<file path="config.mk">
export PLATFORM = sky130hd
export DESIGN_NAME = uart_tx_serializer
export DESIGN_NICKNAME = d
export VERILOG_FILES = /design/src/rtl/uart_pkg.sv /design/src/rtl/sync_byte_fifo.sv /design/src/rtl/uart_tx_serializer.sv
export SDC_FILE = /design/constraint.sdc
export NUM_CORES = 1
export LEC_CHECK = 0
export ABC_AREA = 1
export CORE_UTILIZATION = 40
export DETAILED_ROUTE_END_ITERATION = 8
export SLEW_MARGIN = 20
export SYNTH_ARGS = -nofsm -noshare
export SYNTH_HDL_FRONTEND = slang
export SYNTH_HIERARCHICAL = 1
export SYNTH_SLANG_ARGS = --single-unit
export TNS_END_PERCENT = 30
</file>
<file path="constraint.sdc">
create_clock -name clock -period 2.9 [get_ports clock]
set_input_delay 0.725 -clock clock [delete_from_list [all_inputs] [get_ports clock]]
set_output_delay 0.725 -clock clock [all_outputs]
set_load 0.005 [all_outputs]
</file>
<file path="src/rtl/uart_pkg.sv">
// Shared types and constants for the UART transmit path fed by the core's MMIO strobe.
package uart_pkg;

    typedef enum logic [2:0] {
        ST_IDLE   = 3'd0,
        ST_START  = 3'd1,
        ST_DATA   = 3'd2,
        ST_PARITY = 3'd3,
        ST_STOP   = 3'd4
    } uart_state_e;

    localparam int          FRAME_DATA_BITS = 8;
    localparam logic [31:0] UART_MMIO_ADDR  = 32'h0000_fff0;
    localparam int          UART_VALID_BIT  = 8;

endpackage

</file>
<file path="src/rtl/sync_byte_fifo.sv">
// Single-clock byte FIFO; a push on a full FIFO is accepted only alongside a pop.
module sync_byte_fifo
    import uart_pkg::*;
#(
    parameter int DEPTH = 16
) (
    input  logic                         clock,
    input  logic                         reset_n,
    input  logic                         push,
    input  logic [FRAME_DATA_BITS-1:0]   push_data,
    input  logic                         pop,
    output logic [FRAME_DATA_BITS-1:0]   pop_data,
    output logic                         full,
    output logic                         empty,
    output logic [$clog2(DEPTH):0]       count
);

    localparam int AW = $clog2(DEPTH);
    localparam int CW = AW + 1;

    logic [FRAME_DATA_BITS-1:0] mem_q [DEPTH];
    logic [FRAME_DATA_BITS-1:0] mem_d [DEPTH];
    logic [AW-1:0]              wr_ptr_q, wr_ptr_d;
    logic [AW-1:0]              rd_ptr_q, rd_ptr_d;
    logic [CW-1:0]              count_q, count_d;
    logic                       pop_ok;
    logic                       push_ok;

    assign full     = (count_q == CW'(DEPTH));
    assign empty    = (count_q == '0);
    assign count    = count_q;
    assign pop_data = mem_q[rd_ptr_q];

    always_comb begin
        mem_d    = mem_q;
        wr_ptr_d = wr_ptr_q;
        rd_ptr_d = rd_ptr_q;
        pop_ok   = pop && !empty;
        // Room freed by a same-cycle pop lets a full FIFO still take the byte.
        push_ok  = push && (!full || pop_ok);
        if (push_ok) begin
            mem_d[wr_ptr_q] = push_data;
            wr_ptr_d        = wr_ptr_q + AW'(1);
        end
        if (pop_ok) begin
            rd_ptr_d = rd_ptr_q + AW'(1);
        end
        count_d = count_q + CW'(push_ok) - CW'(pop_ok);
    end

    always_ff @(posedge clock or negedge reset_n) begin
        if (!reset_n) begin
            for (int i = 0; i < DEPTH; i++) begin
                mem_q[i] <= '0;
            end
            wr_ptr_q <= '0;
            rd_ptr_q <= '0;
            count_q  <= '0;
        end else begin
            mem_q    <= mem_d;
            wr_ptr_q <= wr_ptr_d;
            rd_ptr_q <= rd_ptr_d;
            count_q  <= count_d;
        end
    end

endmodule

</file>
<file path="src/rtl/uart_tx_serializer.sv">
// Buffers MMIO UART bytes and shifts them out as 8N1 frames (8E1 with UART_TX_PARITY_EN).
//  state   | meaning
//  IDLE    | line high, waiting for a queued byte
//  START   | start bit (low)
//  DATA    | eight data bits, LSB first
//  PARITY  | even parity bit (UART_TX_PARITY_EN builds only)
//  STOP    | stop bit (high); chains straight into START if more bytes wait
module uart_tx_serializer
    import uart_pkg::*;
#(
    parameter int CLKS_PER_BIT = 868,
    parameter int FIFO_DEPTH   = 16
) (
    input  logic                          clock,
    input  logic                          reset_n,
    input  logic [8:0]                    uart_in,
    output logic                          tx,
    output logic                          busy,
    output logic                          overflow,
    output logic [$clog2(FIFO_DEPTH):0]   fifo_count
);

    localparam int                BAUD_W    = $clog2(CLKS_PER_BIT);
    localparam logic [BAUD_W-1:0] BAUD_LAST = BAUD_W'(CLKS_PER_BIT - 1);
    localparam int                BIT_W     = $clog2(FRAME_DATA_BITS);
    localparam logic [BIT_W-1:0]  BIT_LAST  = BIT_W'(FRAME_DATA_BITS - 1);

    uart_state_e                state_q, state_d;
    logic [BAUD_W-1:0]          baud_q, baud_d;
    logic [BIT_W-1:0]           bit_idx_q, bit_idx_d;
    logic [FRAME_DATA_BITS-1:0] shift_q, shift_d;
    logic                       tx_q, tx_d;
    logic                       busy_q, busy_d;
    logic                       overflow_q, overflow_d;
`ifdef UART_TX_PARITY_EN
    logic                       parity_q, parity_d;
`endif

    logic                       fifo_push;
    logic                       fifo_pop;
    logic [FRAME_DATA_BITS-1:0] fifo_data;
    logic                       fifo_full;
    logic                       fifo_empty;
    logic                       baud_wrap;

    assign fifo_push = uart_in[UART_VALID_BIT];

    sync_byte_fifo #(
        .DEPTH (FIFO_DEPTH)
    ) u_fifo (
        .clock     (clock),
        .reset_n   (reset_n),
        .push      (fifo_push),
        .push_data (uart_in[FRAME_DATA_BITS-1:0]),
        .pop       (fifo_pop),
        .pop_data  (fifo_data),
        .full      (fifo_full),
        .empty     (fifo_empty),
        .count     (fifo_count)
    );

    always_comb begin
        state_d   = state_q;
        baud_d    = baud_q;
        bit_idx_d = bit_idx_q;
        shift_d   = shift_q;
`ifdef UART_TX_PARITY_EN
        parity_d  = parity_q;
`endif
        fifo_pop  = 1'b0;
        baud_wrap = (baud_q == BAUD_LAST);

        case (state_q)
            ST_IDLE: begin
                if (!fifo_empty) begin
                    fifo_pop = 1'b1;
                    state_d  = ST_START;
                    baud_d   = '0;
                end
            end
            ST_START: begin
                baud_d = baud_q + BAUD_W'(1);
                if (baud_wrap) begin
                    state_d   = ST_DATA;
                    baud_d    = '0;
                    bit_idx_d = '0;
                end
            end
            ST_DATA: begin
                baud_d = baud_q + BAUD_W'(1);
                if (baud_wrap) begin
                    baud_d    = '0;
                    shift_d   = shift_q >> 1;
                    bit_idx_d = bit_idx_q + BIT_W'(1);
                    if (bit_idx_q == BIT_LAST) begin
`ifdef UART_TX_PARITY_EN
                        state_d = ST_PARITY;
`else
                        state_d = ST_STOP;
`endif
                    end
                end
            end
`ifdef UART_TX_PARITY_EN
            ST_PARITY: begin
                baud_d = baud_q + BAUD_W'(1);
                if (baud_wrap) begin
                    state_d = ST_STOP;
                    baud_d  = '0;
                end
            end
`endif
            ST_STOP: begin
                baud_d = baud_q + BAUD_W'(1);
                if (baud_wrap) begin
                    baud_d = '0;
                    if (!fifo_empty) begin
                        fifo_pop = 1'b1;
                        state_d  = ST_START;
                    end else begin
                        state_d  = ST_IDLE;
                    end
                end
            end
            default: begin
                state_d = ST_IDLE;
                baud_d  = '0;
            end
        endcase

        if (fifo_pop) begin
            shift_d  = fifo_data;
`ifdef UART_TX_PARITY_EN
            parity_d = ^fifo_data;
`endif
        end

        // tx is driven from the next state so the line changes on the same edge as the FSM.
        case (state_d)
            ST_START: tx_d = 1'b0;
            ST_DATA:  tx_d = shift_d[0];
`ifdef UART_TX_PARITY_EN
            ST_PARITY: tx_d = parity_d;
`endif
            default:  tx_d = 1'b1;
        endcase

        busy_d     = !fifo_empty || (state_q != ST_IDLE);
        overflow_d = overflow_q || (fifo_push && fifo_full && !fifo_pop);
    end

    always_ff @(posedge clock or negedge reset_n) begin
        if (!reset_n) begin
            state_q    <= ST_IDLE;
            baud_q     <= '0;
            bit_idx_q  <= '0;
            shift_q    <= '0;
            tx_q       <= 1'b1;
            busy_q     <= 1'b0;
            overflow_q <= 1'b0;
`ifdef UART_TX_PARITY_EN
            parity_q   <= 1'b0;
`endif
        end else begin
            state_q    <= state_d;
            baud_q     <= baud_d;
            bit_idx_q  <= bit_idx_d;
            shift_q    <= shift_d;
            tx_q       <= tx_d;
            busy_q     <= busy_d;
            overflow_q <= overflow_d;
`ifdef UART_TX_PARITY_EN
            parity_q   <= parity_d;
`endif
        end
    end

    assign tx       = tx_q;
    assign busy     = busy_q;
    assign overflow = overflow_q;

endmodule

</file>
==> flow_metrics.tcl <==
set metrics [dict create \
    status "finished, final reports clean" \
    yosysTopAreaCellShare 0.448 \
    sw_frac_of_total 0.364 \
    htree_levels 4 \
    synth_area_um2 9330 \
    remaining_drc_errors 0 \
    grt_pass1_vias 7918 \
    leakage_nw 5.37 \
    grt_usage 0.225 \
    fin_worst_skew_ps 12.7 \
    setup_violations 0 \
    max_stage_delay_ps 400 \
    clk_latency_ps 430 \
    std_cell_rows 55 \
    die_w_um 155 \
    slowest_stage "dfrtp_1" \
    startpoint "baud_q[1]$_DFFE_PN0P_" \
    tightestPinTransition_ps 825 \
    post_dp_cell_area_um2 9820 \
    synthesis.nets 1258 \
    fp.dieArea_um2 23900 \
    drt_iter0_markers 528 \
    synth-seq-area-share 0.451 \
    critical-path-top-delay-family "simple AND/OR/NAND/NOR gates" \
    cts_tree "built" \
    antenna_found_initial 0 \
    final_nets 1245 \
    wire_per_inst_um 16.4 \
    worstSetupStartpointType "flop" \
    endpoint "u_fifo/count[4]$_DFF_PN0_" \
    diodes 0 \
    synth-seq-cells 168 \
    synth_cell_types 36 \
    required_ps 3250 \
    fillers 2277 \
    ff2ff_path_depth 16 \
    clock-root-buffer "clkbuf_16" \
    drv_slew 0 \
    timing.rr.start "baud_q[1]$_DFFE_PN0P_" \
    power_density_nw_per_um2 831 \
    ioPinCount 19 \
    core_area_um2 22800 \
    vdd_drop_max_mv 0.400 \
    netlist_instances 1233 \
    path_max_fanout 10 \
    combPwrFrac 0.300 \
    worstPathCellList "ha_1, nand2_2, nor2_4, nand3_4, nand2_2, nand2_4, clkinv_4, nand2_2, or2_2, nand2_1, ha_1, fa_2, a21oi_1, nor2_1, nor2_1, xor2_1" \
    antenna_left 0 \
    cts_buffer_depth 2 \
    grt_first_pass_wirelength_um 42100 \
    tns_ps 0 \
    portBuffers 18 \
    relSlewSlack 0.450 \
    initial_utilization 0.410 \
    vias 8063 \
    grt-ovfl-total 0 \
    ys_warn_count 6 \
    min_period_ps 2640 \
    syn-mean-instance-area_um2 7.57 \
    drive_above_1_share 0.101 \
    hpwl_um 15400 \
    intPower_mw 5.52 \
    hold_violations 0 \
    clock_power_share 0.282 \
    crit_path_frequent_cell "nand2_2" \
    rsz0062_at_grt "no" \
    syn_to_final_growth_pct 12.0 \
    fin_area_um2 10500 \
    gp_congestion 0.828 \
    path_depth 16 \
    netSwitchingPower_mw 3.17 \
    cts_made_buffers 17 \
    firstDrtPassIters 6 \
    clkTransAtPathRegs_ps 80 \
    hold_path.class "input port to async pin" \
    crit_buf_inv 1 \
    synth_area_leaders "dfrtp_1 (45%), nand2_1 (19%), nand4_1 (8.8%)" \
    path_class "flop to flop" \
    grt_max_degree 150 \
    p_seq_frac 0.418 \
    timing.final.crit_share 0.910 \
    r2r_slack_ps 260 \
    clock.fmax_ghz 0.379 \
    cts.sinks 168 \
    reg2reg_to "u_fifo/count[4]$_DFF_PN0_" \
    vias_per_cell 5.22 \
    max_cap_viol_count 0 \
    wirelength_um 25400 \
    endpoint_kind "flop" \
    synth.largest_area_cell "dfrtp_1" \
    dieHeight_um 155 \
    cp_data_arrival_time_ps 2990 \
]
layout by cell type, fill, tap and decap left out, types with 2 or more instances in the layout:
master,synthesis,final
nand2_1,475,473
dfrtp_1,167,166
inv_1,132,131
nand4_1,131,131
nand3_1,123,123
buf_4,2,20
clkbuf_16,0,17
clkdlybuf4s50_1,0,16
nor2_1,15,15
nand3_2,13,13
ha_1,13,13
nor2_2,11,11
nand2_2,7,8
o21ai_0,8,8
xor2_1,8,8
inv_2,6,7
a21oi_1,7,7
nor2_4,6,6
o211ai_1,6,6
inv_6,0,6
nand3_4,5,5
nor3_1,5,5
buf_12,0,5
nand2_4,3,4
nor2_8,4,4
clkinv_4,1,3
bufinv_16,0,3
xnor2_1,2,2
clkinv_1,2,2
cell usage after synthesis (all sizes together):
| cell | count |
|---|---|
| a21oi | 7 |
| a31o | 1 |
| a32o | 1 |
| buf | 42 |
| clkbuf | 32 |
| clkinv | 3 |
| dfrtp | 167 |
| dfstp | 1 |
| fa | 1 |
| ha | 13 |
| inv | 138 |
| nand2 | 485 |
| nand3 | 141 |
| nand4 | 131 |
| nor2 | 36 |
| nor3 | 7 |
| nor4 | 1 |
| o211ai | 6 |
| o21ai | 8 |
| o22ai | 1 |
| or2 | 1 |
| xnor2 | 2 |
| xor2 | 8 |
state kept, by name, indices dropped and copies added, names as in the netlist:
signal and count:
state_q 3, u_fifo/count 5, baud_q 10, u_fifo/rd_ptr_q 4, overflow 1, u_fifo/wr_ptr_q 4, tx 1, bit_idx_q 3
busy 1, u_fifo/mem_q 128, shift_q 8
metal layers:
metal / wire, um / part of all wire / vias up / track usage
li1: - / - / 3972 / -
met1: 11600 / 0.46 / 3861 / 0.304
met2: 11900 / 0.47 / 188 / 0.366
met3: 1200 / 0.047 / 42 / 0.0378
met4: 629 / 0.025 / 0 / 0.0773
met5: 0 / 0 / - / 0
cell families (layout without fill, tap and decap cells):
kind of cell | after synthesis | in the layout | synth area share
simple gates | 802 | 802 | 0.412
buf+inv | 215 | 215 | 0.0925
fa+ha+maj | 14 | 14 | 0.0196
xor+xnor | 10 | 10 | 0.00938
flops | 168 | 168 | 0.451
compound gates | 24 | 24 | 0.0155
worst min-delay path by stage:
stage / start / slack (ps) / endpoint / cells after the start
after floorplan: reset_n / 430 / baud_q[0]$_DFFE_PN0P_ / 0
after global placement: u_fifo/mem_q[104]$_DFFE_PN0P_ / 450 / u_fifo/mem_q[104]$_DFFE_PN0P_ / 2
after detailed placement: u_fifo/mem_q[89]$_DFFE_PN0P_ / 460 / u_fifo/mem_q[89]$_DFFE_PN0P_ / 2
after CTS: reset_n / 230 / u_fifo/mem_q[1]$_DFFE_PN0P_ / 1
after global routing: reset_n / 250 / u_fifo/mem_q[3]$_DFFE_PN0P_ / 1
final: reset_n / 220 / u_fifo/mem_q[3]$_DFFE_PN0P_ / 1
power by group through the flow:
stage | Combinational [mW] | Clock, mW | Sequential (mW)
2_1_floorplan | 1.95 | 0 | 3.56
4_1_cts | 2.62 | 2.49 | 3.63
3_3_place_gp | 2.56 | 0 | 3.65
3_5_place_dp | 2.61 | 0 | 3.66
5_1_grt | 3.04 | 2.58 | 3.74
6_report | 2.61 | 2.45 | 3.63
per-stage QoR:
stage | setup slack, ps | std cells | hold WS, ps | utilization | power [mW]
5_1_grt | 50.2 | 1546 | 246 | 0.459 | 9.36
3_3_place_gp | 226 | 1513 | 453 | 0.431 | 6.21
6_report | 262 | 1546 | 216 | 0.459 | 8.69
3_5_place_dp | 142 | 1513 | 458 | 0.431 | 6.27
2_1_floorplan | 130 | 1233 | 429 | - | 5.51
4_1_cts | 111 | 1545 | 234 | 0.458 | 8.73
area by class of cell:
| type | count | area [um2] | share of cell area |
|---|---|---|---|
| multi-input cells | 850 | 4280 | 0.409 |
| flip-flops and latches | 168 | 4210 | 0.402 |
| inverters | 141 | 534 | 0.0511 |
| clock buffers | 18 | 439 | 0.0420 |
| repair buffers | 42 | 422 | 0.0403 |
| well taps | 313 | 392 | 0.0375 |
| clock inverters | 14 | 184 | 0.0176 |
timing repair:
item | CTS | global route
buffers inserted | 0 | 1
setup endpoints to repair | 0 | 1
hold buffers | 0 | 0
gates resized for setup | 0 | 3
worst register-to-register path, cell delays in order (launching register included):
cell and delay [ps]:
dfrtp_1 400, ha_1 230, nand2_2 100, nor2_4 40
nand3_4 100, nand2_2 80, nand2_4 130, clkinv_4 110
nand2_2 130, or2_2 160, nand2_1 60, ha_1 210
fa_2 360, a21oi_1 140, nor2_1 50, nor2_1 100
xor2_1 150
Note: power is estimated with default switching activity, not from simulation.
